===== config.mk =====
export PLATFORM = sky130hd
export DESIGN_NAME = tdm_demux
export DESIGN_NICKNAME = d
export VERILOG_FILES = /design/src/rtl/tdm_demux.sv
export SDC_FILE = /design/constraint.sdc
export NUM_CORES = 1
export LEC_CHECK = 0
export ABC_AREA = 1
export CAP_MARGIN = 10
export CORE_MARGIN = 4
export CORE_UTILIZATION = 48
export CTS_BUF_LIST = sky130_fd_sc_hd__clkbuf_2 sky130_fd_sc_hd__clkbuf_4 sky130_fd_sc_hd__clkbuf_8
export DETAILED_ROUTE_END_ITERATION = 12
export GPL_ROUTABILITY_DRIVEN = 0
export PLACE_DENSITY = 0.78
export SETUP_SLACK_MARGIN = 0.4
export SLEW_MARGIN = 20
export SYNTH_ARGS = -nofsm -noshare
export SYNTH_HDL_FRONTEND = slang
export SYNTH_SLANG_ARGS = --single-unit

===== constraint.sdc =====
create_clock -name clk -period 1.6 [get_ports clk]
set_input_delay 0.24 -clock clk [delete_from_list [all_inputs] [get_ports clk]]
set_output_delay 0.24 -clock clk [all_outputs]
set_load 0.1 [all_outputs]

===== src/rtl/tdm_demux.sv =====
// Receive side of the 4-channel TDM link: gathers slot words a..d and publishes whole frames.
// Optional macro TDM_DEMUX_SYNC_CHECK_EN turns an unsynced slot-0 beat into a framing error.
module tdm_demux #(
    parameter int WIDTH = 8
) (
    input  logic             clk,
    input  logic             rst,
    input  logic [WIDTH-1:0] din,
    input  logic             din_valid,
    input  logic             sync,
    output logic [WIDTH-1:0] dout_a,
    output logic [WIDTH-1:0] dout_b,
    output logic [WIDTH-1:0] dout_c,
    output logic [WIDTH-1:0] dout_d,
    output logic             frame_valid,
    output logic [1:0]       slot,
    output logic             locked,
    output logic             sync_err
);

    typedef enum logic {HUNT, LOCKED} state_t;

    state_t           state, state_nxt;
    logic [1:0]       slot_nxt;
    logic             ld_a, ld_b, ld_c, ld_out, err;
    logic [WIDTH-1:0] stage_a, stage_b, stage_c;

    always_ff @(posedge clk or posedge rst) begin
        if (rst) begin
            state <= HUNT;
            slot  <= 2'b00;
        end else begin
            state <= state_nxt;
            slot  <= slot_nxt;
        end
    end

    always_comb begin
        state_nxt = state;
        slot_nxt  = slot;
        ld_a      = 1'b0;
        ld_b      = 1'b0;
        ld_c      = 1'b0;
        ld_out    = 1'b0;
        err       = 1'b0;
        case (state)
            HUNT: begin
                if (din_valid && sync) begin
                    ld_a      = 1'b1;
                    slot_nxt  = 2'b01;
                    state_nxt = LOCKED;
                end
            end
            LOCKED: begin
                if (din_valid) begin
                    if (sync) begin
                        // A sync anywhere but slot 0 drops the partial frame and restarts it.
                        err      = (slot != 2'b00);
                        ld_a     = 1'b1;
                        slot_nxt = 2'b01;
                    end else if (slot == 2'b00) begin
`ifdef TDM_DEMUX_SYNC_CHECK_EN
                        err       = 1'b1;
                        state_nxt = HUNT;
`else
                        ld_a     = 1'b1;
                        slot_nxt = 2'b01;
`endif
                    end else begin
                        ld_b     = (slot == 2'b01);
                        ld_c     = (slot == 2'b10);
                        ld_out   = (slot == 2'b11);
                        slot_nxt = slot + 2'd1;
                    end
                end
            end
            default: state_nxt = HUNT;
        endcase
    end

    always_ff @(posedge clk or posedge rst) begin
        if (rst) begin
            stage_a     <= '0;
            stage_b     <= '0;
            stage_c     <= '0;
            dout_a      <= '0;
            dout_b      <= '0;
            dout_c      <= '0;
            dout_d      <= '0;
            frame_valid <= 1'b0;
            sync_err    <= 1'b0;
        end else begin
            frame_valid <= ld_out;
            sync_err    <= err;
            if (ld_a) stage_a <= din;
            if (ld_b) stage_b <= din;
            if (ld_c) stage_c <= din;
            // All four outputs move together so consumers never see a mixed frame.
            if (ld_out) begin
                dout_a <= stage_a;
                dout_b <= stage_b;
                dout_c <= stage_c;
                dout_d <= din;
            end
        end
    end

    assign locked = (state == LOCKED);

endmodule

* Word-level counts from Yosys, hierarchy flattened
Cells that the tools add are included.
** Operators by class
- $add $sub $neg :: 1
- Eq/ne operators :: 5
- Multiplexer cells :: 26
- Bitwise gates (word level) :: 1
- Reduce and logical (&&, ||, !) cells :: 4
** Operator list (number)
- $mux 1 :: 20
- $mux 2 :: 4
- $eq 2x2->1 const B :: 2
- $ne 2x2->1 const B :: 2
- $pmux 2 s2 :: 1
- $add 2x1->2 const B :: 1
- $eq 2x1->1 const B :: 1
- $logic_not 2->1 :: 1
- $pmux 1 s2 :: 1
- $reduce_and 2->1 :: 1
- $reduce_bool 2->1 :: 1
- $logic_and 1x1->1 :: 1
- $not 1->1 :: 1
** Storage, ports and cells
- Bits in registers :: 61
- Input bits :: 12
- Output and inout bits :: 37
- Logic and storage cells :: 48

* Longest topological paths before layout
- Depth after elaboration :: 5
- Mapped depth :: 7

* Least setup slack after synthesis
OpenSTA, ideal clock, no wires.
- Kind :: flip-flop to flip-flop
- From :: register slot[1]
- To :: register dout_a[1]
- Library setup time :: 0.122 ns
- Data arrival time :: 1.875 ns
- Required time :: 1.478 ns
- Slack :: -0.397 ns
- Stages on the path, launching flop included :: 7
- Period minus slack after synthesis :: 1.997 ns
- Path through :: dfrtp_1 ha_1 clkbuf_1 nand4_4 buf_6 nand2_1 nand2_1
** Between the ends
- Cells in the longest elaborated chain, start to end :: 5
** RTL lines
- start, declared :: RTL line 16 : output logic [1:0] slot,
- start signal, assigned :: RTL line 34 : slot <= slot_nxt;
- $eq 2x2->1 / $logic_not 2->1 (equally long branches) :: RTL line 72, 61
- $mux 1 * :: RTL line 61 : end else if (slot == 2'b00) begin
- $mux 1 * :: RTL line 56 : if (sync) begin
- $mux 1 * :: RTL line 55 : if (din_valid) begin
- $mux 1 * :: RTL line 46 : case (state)
- end signal, assigned :: RTL line 100 : dout_a <= stage_a;
- end, declared :: RTL line 11 : output logic [WIDTH-1:0] dout_a,
Mark *: on every way between the ends. The rest lies on a longest branch, timed or not.
A chain may end at the register's enable or synchronous reset.

* Worst setup path in the final report
- From :: register slot[0]
- To :: register stage_c[3]
** Between the ends
- Cells in the longest elaborated chain, start to end :: 5
** RTL lines
- $eq 2x2->1 / $logic_not 2->1 (equally long branches) :: RTL line 71, 61
- $mux 1 * :: RTL line 61
- $mux 1 * :: RTL line 56
- $mux 1 * :: RTL line 55
- $mux 1 * :: RTL line 46
- end signal, assigned :: RTL line 97 : if (ld_c) stage_c <= din;
- end, declared :: RTL line 26 : logic [WIDTH-1:0] stage_a, stage_b, stage_c;
Marked as above.

==> summary by stage <==
CTS
The quantity of hold-fixing buffers added after cts is 0. The total number of clock tree sinks is 61. The CTS H-tree depth is 3. The number of buffers created by CTS is 9. The insertion delay to the later sink of the worst-skew pair is around 360 ps. The CTS tree is built.

The number of buffers on the longest clock path is 2. CTS placed an instance of sky130_fd_sc_hd__clkbuf_8 at the clock tree root. The clock transition at the registers of the reported paths is 80 ps.

Power
Power spread over the standard cell area amounts to 2351 nW/um^2. The worst vdd rail ir drop is 0.001926 V. For this design the static power due to leakage is 2.154 nW.

Logic synthesis
The top cell type by area accounts for 59.48% of the synthesized area. The count of cell types in the netlist is 17. The most frequently used cell type in the post-synthesis netlist is sky130_fd_sc_hd__nand2_1. The count of flip-flops with a built-in enable after synthesis is 0. The cell type with the highest aggregate area in the netlist is sky130_fd_sc_hd__dfrtp_1. For this run, asynchronously set or reset flops after synthesis account for between 90% and 100%.

Counting flops and latches in the post-synthesis netlist gives 61. The most used flip-flop cell after synthesis is sky130_fd_sc_hd__dfrtp_1. Summing every instance area after synthesis gives 2566 um^2. Sorting the synthesized cells by how often they occur yields 118 x sky130_fd_sc_hd__nand2_1, 61 x sky130_fd_sc_hd__dfrtp_1, 54 x sky130_fd_sc_hd__nand3_1. The cell count after synthesis is between 200 and 300. Sorting the synthesized cells by area gives the leading types as sky130_fd_sc_hd__dfrtp_1 59%, sky130_fd_sc_hd__nand2_1 17%, sky130_fd_sc_hd__nand3_1 11%.

Synthesis produced a netlist with a net count of 288. The number of warnings reported in the yosys synthesis log is 0. The share of the yosys chip area belonging to registers is 59.48%. The average cell area after synthesis is around 9.4 um^2.

Floorplan
In this run the horizontal extent of the chip is 81.12 um. a little under 50 I/O pins were placed. The initialized floorplan defines 26 standard-cell rows.

The floorplan step defined a die boundary enclosing approximately 6600 um^2. After floorplanning, the core was sized to cover 5140 um^2. The die is 81.12 um tall. Once the floorplan was initialized, standard cells occupied 49.93% of the core.

Global routing
The aggregate global-route resource usage is 22.35%. Entering global routing, the biggest net connects 38 pins. The overall overflow remaining after global route is 0.

The first global-routing pass estimated between 10000 and 15000 um of wire. The initial antenna violation count came to 0. The via count of the first global-routing pass was 2204.

Timing
The total count of hold-check failures in the final report was 0. For the final database, setup skew stands at 7.758 ps. For the pin with the worst max-slew slack, the measured transition is 362.2 ps. In this run the tightest slew margin relative to its limit is 75.78%. Setup repair after global routing could not meet its margin everywhere.

The time the final worst path needs with I/O delays and setup is 1415 ps. The final number of max-transition violations came to 0. The final worst hold slack is 207.4 ps. Based on the critical path, the design can be clocked at up to 0.7068 GHz.

The worst path uses 88.42% of the clock period. The final-layout setup total negative slack is 0 ps. The final number of setup-violating endpoints is 0.

Placement
Summing all placed instances gives a cell area of 3573 um^2. The instance count after placement with tap cells included is 388. Detailed placement finished with a half-perimeter wire length of 4140 um. During placement, the flow inserted port buffers numbering 48.

Drt
The vias after detailed routing is 2549. In the final routed layout, each cell accounts on average for 21.84 um. The via-per-instance ratio is 5.846. Once detail routing completed, the nets flagged for antenna violations numbered 0. The number of violations reported at the end of detailed-routing iteration 0 is 281.

After detailed routing, the number of remaining DRC violations is 0. The number of iterations in the first detailed-routing pass is 5. The final layout contains routed wiring with a total length of between 9000 and 10000 um.

Worst setup path
The largest fanout of any net on the critical path is 8. The worst register-to-register path has a setup slack of around 190 ps. The critical path start-end classification is reg -> reg. For the worst flop-to-flop path, the logic depth is 6. The capture point of the worst reg-to-reg path is stage_c[3]. Data arrives at the worst endpoint at ~1700 ps. The category of the worst setup path launch point is a flop. In this run the critical register-to-register path is launched from slot[0]. STA classifies the critical path endpoint as a flop. For the worst setup path, the data required time is ~1900 ps.

Layout
The diode insertion count for antenna repair is 0. The area growth from synthesis to layout is 72.79%. The number of nets in the layout is 377. The filler cells instantiated in the layout total 227. The number of standard cells in the final layout excluding fillers is 436. The post-route cell area is 4434 um^2.

Cells with a size suffix above 1 make up roughly 46% of the layout.

Hold path
In this run the worst hold path is classified as in -> async.

Status
The flow ran to the end, and the final reports show no timing, DRC or antenna violations.

Job
Max-cap violations in this run came to 0.
## registers in the layout, summed over array words and instances (netlist names)
signal / flops
dout_a: 8
dout_b: 8
dout_c: 8
dout_d: 8
frame_valid: 1
locked: 1
slot: 2
stage_a: 8
stage_b: 8
stage_c: 8
sync_err: 1
## layout make-up
class | instances | area [um^2] | area share [%]
Sequential cell | 61 | 1539 | 34.71
Timing Repair Buffer | 94 | 1431 | 32.28
Multi-Input combinational cell | 189 | 1155 | 26.04
Clock buffer | 9 | 123.9 | 2.793
Tap cell | 70 | 87.58 | 1.975
Clock inverter | 7 | 66.31 | 1.495
Inverter | 6 | 31.28 | 0.7054
## cell families after synthesis
kind of cell / share of synthesized area (%)
adder cells (fa/ha/maj): 1.950
buffers and inverters: 5.850
flip-flops: 59.48
AND/OR/NAND/NOR: 32.72
## critical path: stages (launching register included)
cell	delay [ps]
sky130_fd_sc_hd__dfrtp_4	540
sky130_fd_sc_hd__inv_4	110
sky130_fd_sc_hd__ha_4	140
sky130_fd_sc_hd__nand4_1	160
sky130_fd_sc_hd__buf_6	200
sky130_fd_sc_hd__nand2_1	90
sky130_fd_sc_hd__nand2_1	60
## per-stage QoR
| stage | setup slack [ps] | utilization [%] | total power, mW |
|---|---|---|---|
| CTS | 299.3 | 75.97 | 9.707 |
| detailed placement | 49.62 | 69.52 | 8.253 |
| floorplan | 69.42 | - | 6.025 |
| finish | 185.2 | 86.27 | 10.42 |
| global route | 158.4 | 86.27 | 10.73 |
| global placement | 91.70 | 69.52 | 8.164 |
## worst max-delay path by stage
| stage | end | slack, ps | start |
|---|---|---|---|
| after floorplan | stage_c[0] | 70 | slot[0] |
| after global placement | stage_b[5] | 90 | din_valid |
| after detailed placement | stage_b[4] | 50 | din_valid |
| after CTS | slot[0] | 300 | slot[0] |
| after global routing | stage_a[5] | 160 | slot[0] |
| final | stage_c[3] | 190 | slot[0] |
## cells in the final DEF, fill, tap and decap left out
cell                              instances
sky130_fd_sc_hd__nor3_1                   1
sky130_fd_sc_hd__clkinv_4                 1
sky130_fd_sc_hd__clkinv_2                 4
sky130_fd_sc_hd__nand2_2                 32
sky130_fd_sc_hd__ha_4                     4
sky130_fd_sc_hd__nand4_4                  1
sky130_fd_sc_hd__bufinv_16                1
sky130_fd_sc_hd__buf_8                    3
sky130_fd_sc_hd__buf_12                  44
sky130_fd_sc_hd__nand4_1                  3
sky130_fd_sc_hd__nor2_8                   1
sky130_fd_sc_hd__buf_4                   21
sky130_fd_sc_hd__nand3_2                 16
sky130_fd_sc_hd__nand2_1                 80
sky130_fd_sc_hd__dfrtp_2                  1
sky130_fd_sc_hd__clkbuf_16                5
sky130_fd_sc_hd__clkinvlp_4               2
sky130_fd_sc_hd__clkdlybuf4s50_1         11
sky130_fd_sc_hd__dfrtp_4                  3
sky130_fd_sc_hd__nand2_8                  2
sky130_fd_sc_hd__nand3_4                  1
sky130_fd_sc_hd__dfrtp_1                 57
sky130_fd_sc_hd__inv_1                    3
sky130_fd_sc_hd__nand3_1                 43
sky130_fd_sc_hd__nand2_4                  5
sky130_fd_sc_hd__inv_4                    2
sky130_fd_sc_hd__clkbuf_8                 9
sky130_fd_sc_hd__buf_6                   10
## metal layers
| layer | GRT usage (%) | up-vias | part of all wire (%) |
|---|---|---|---|
| met3 | 5.987 | 80 | 9.3 |
| met5 | 0 | - | 0 |
| met2 | 36.21 | 200 | 51 |
| li1 | - | 1062 | - |
| met1 | 26.89 | 1207 | 34 |
| met4 | 12.84 | 0 | 6.6 |
## where the power goes
part           switching (mW)  internal (mW)  leakage, nW
Clock                   0.665          0.710       0.0987
Combinational            3.94           2.23         1.28
Sequential              0.725           2.16        0.773
Total                    5.33           5.09         2.15
## timing repair
action / 4_1_cts / 5_1_grt
gates cloned: 1 / 8
pin swaps: 5 / 16
endpoints found under the setup margin: 63 / 92
buffers inserted: 4 / 19
resized for setup: 25 / 57
Power figures use the tool's default switching activity.
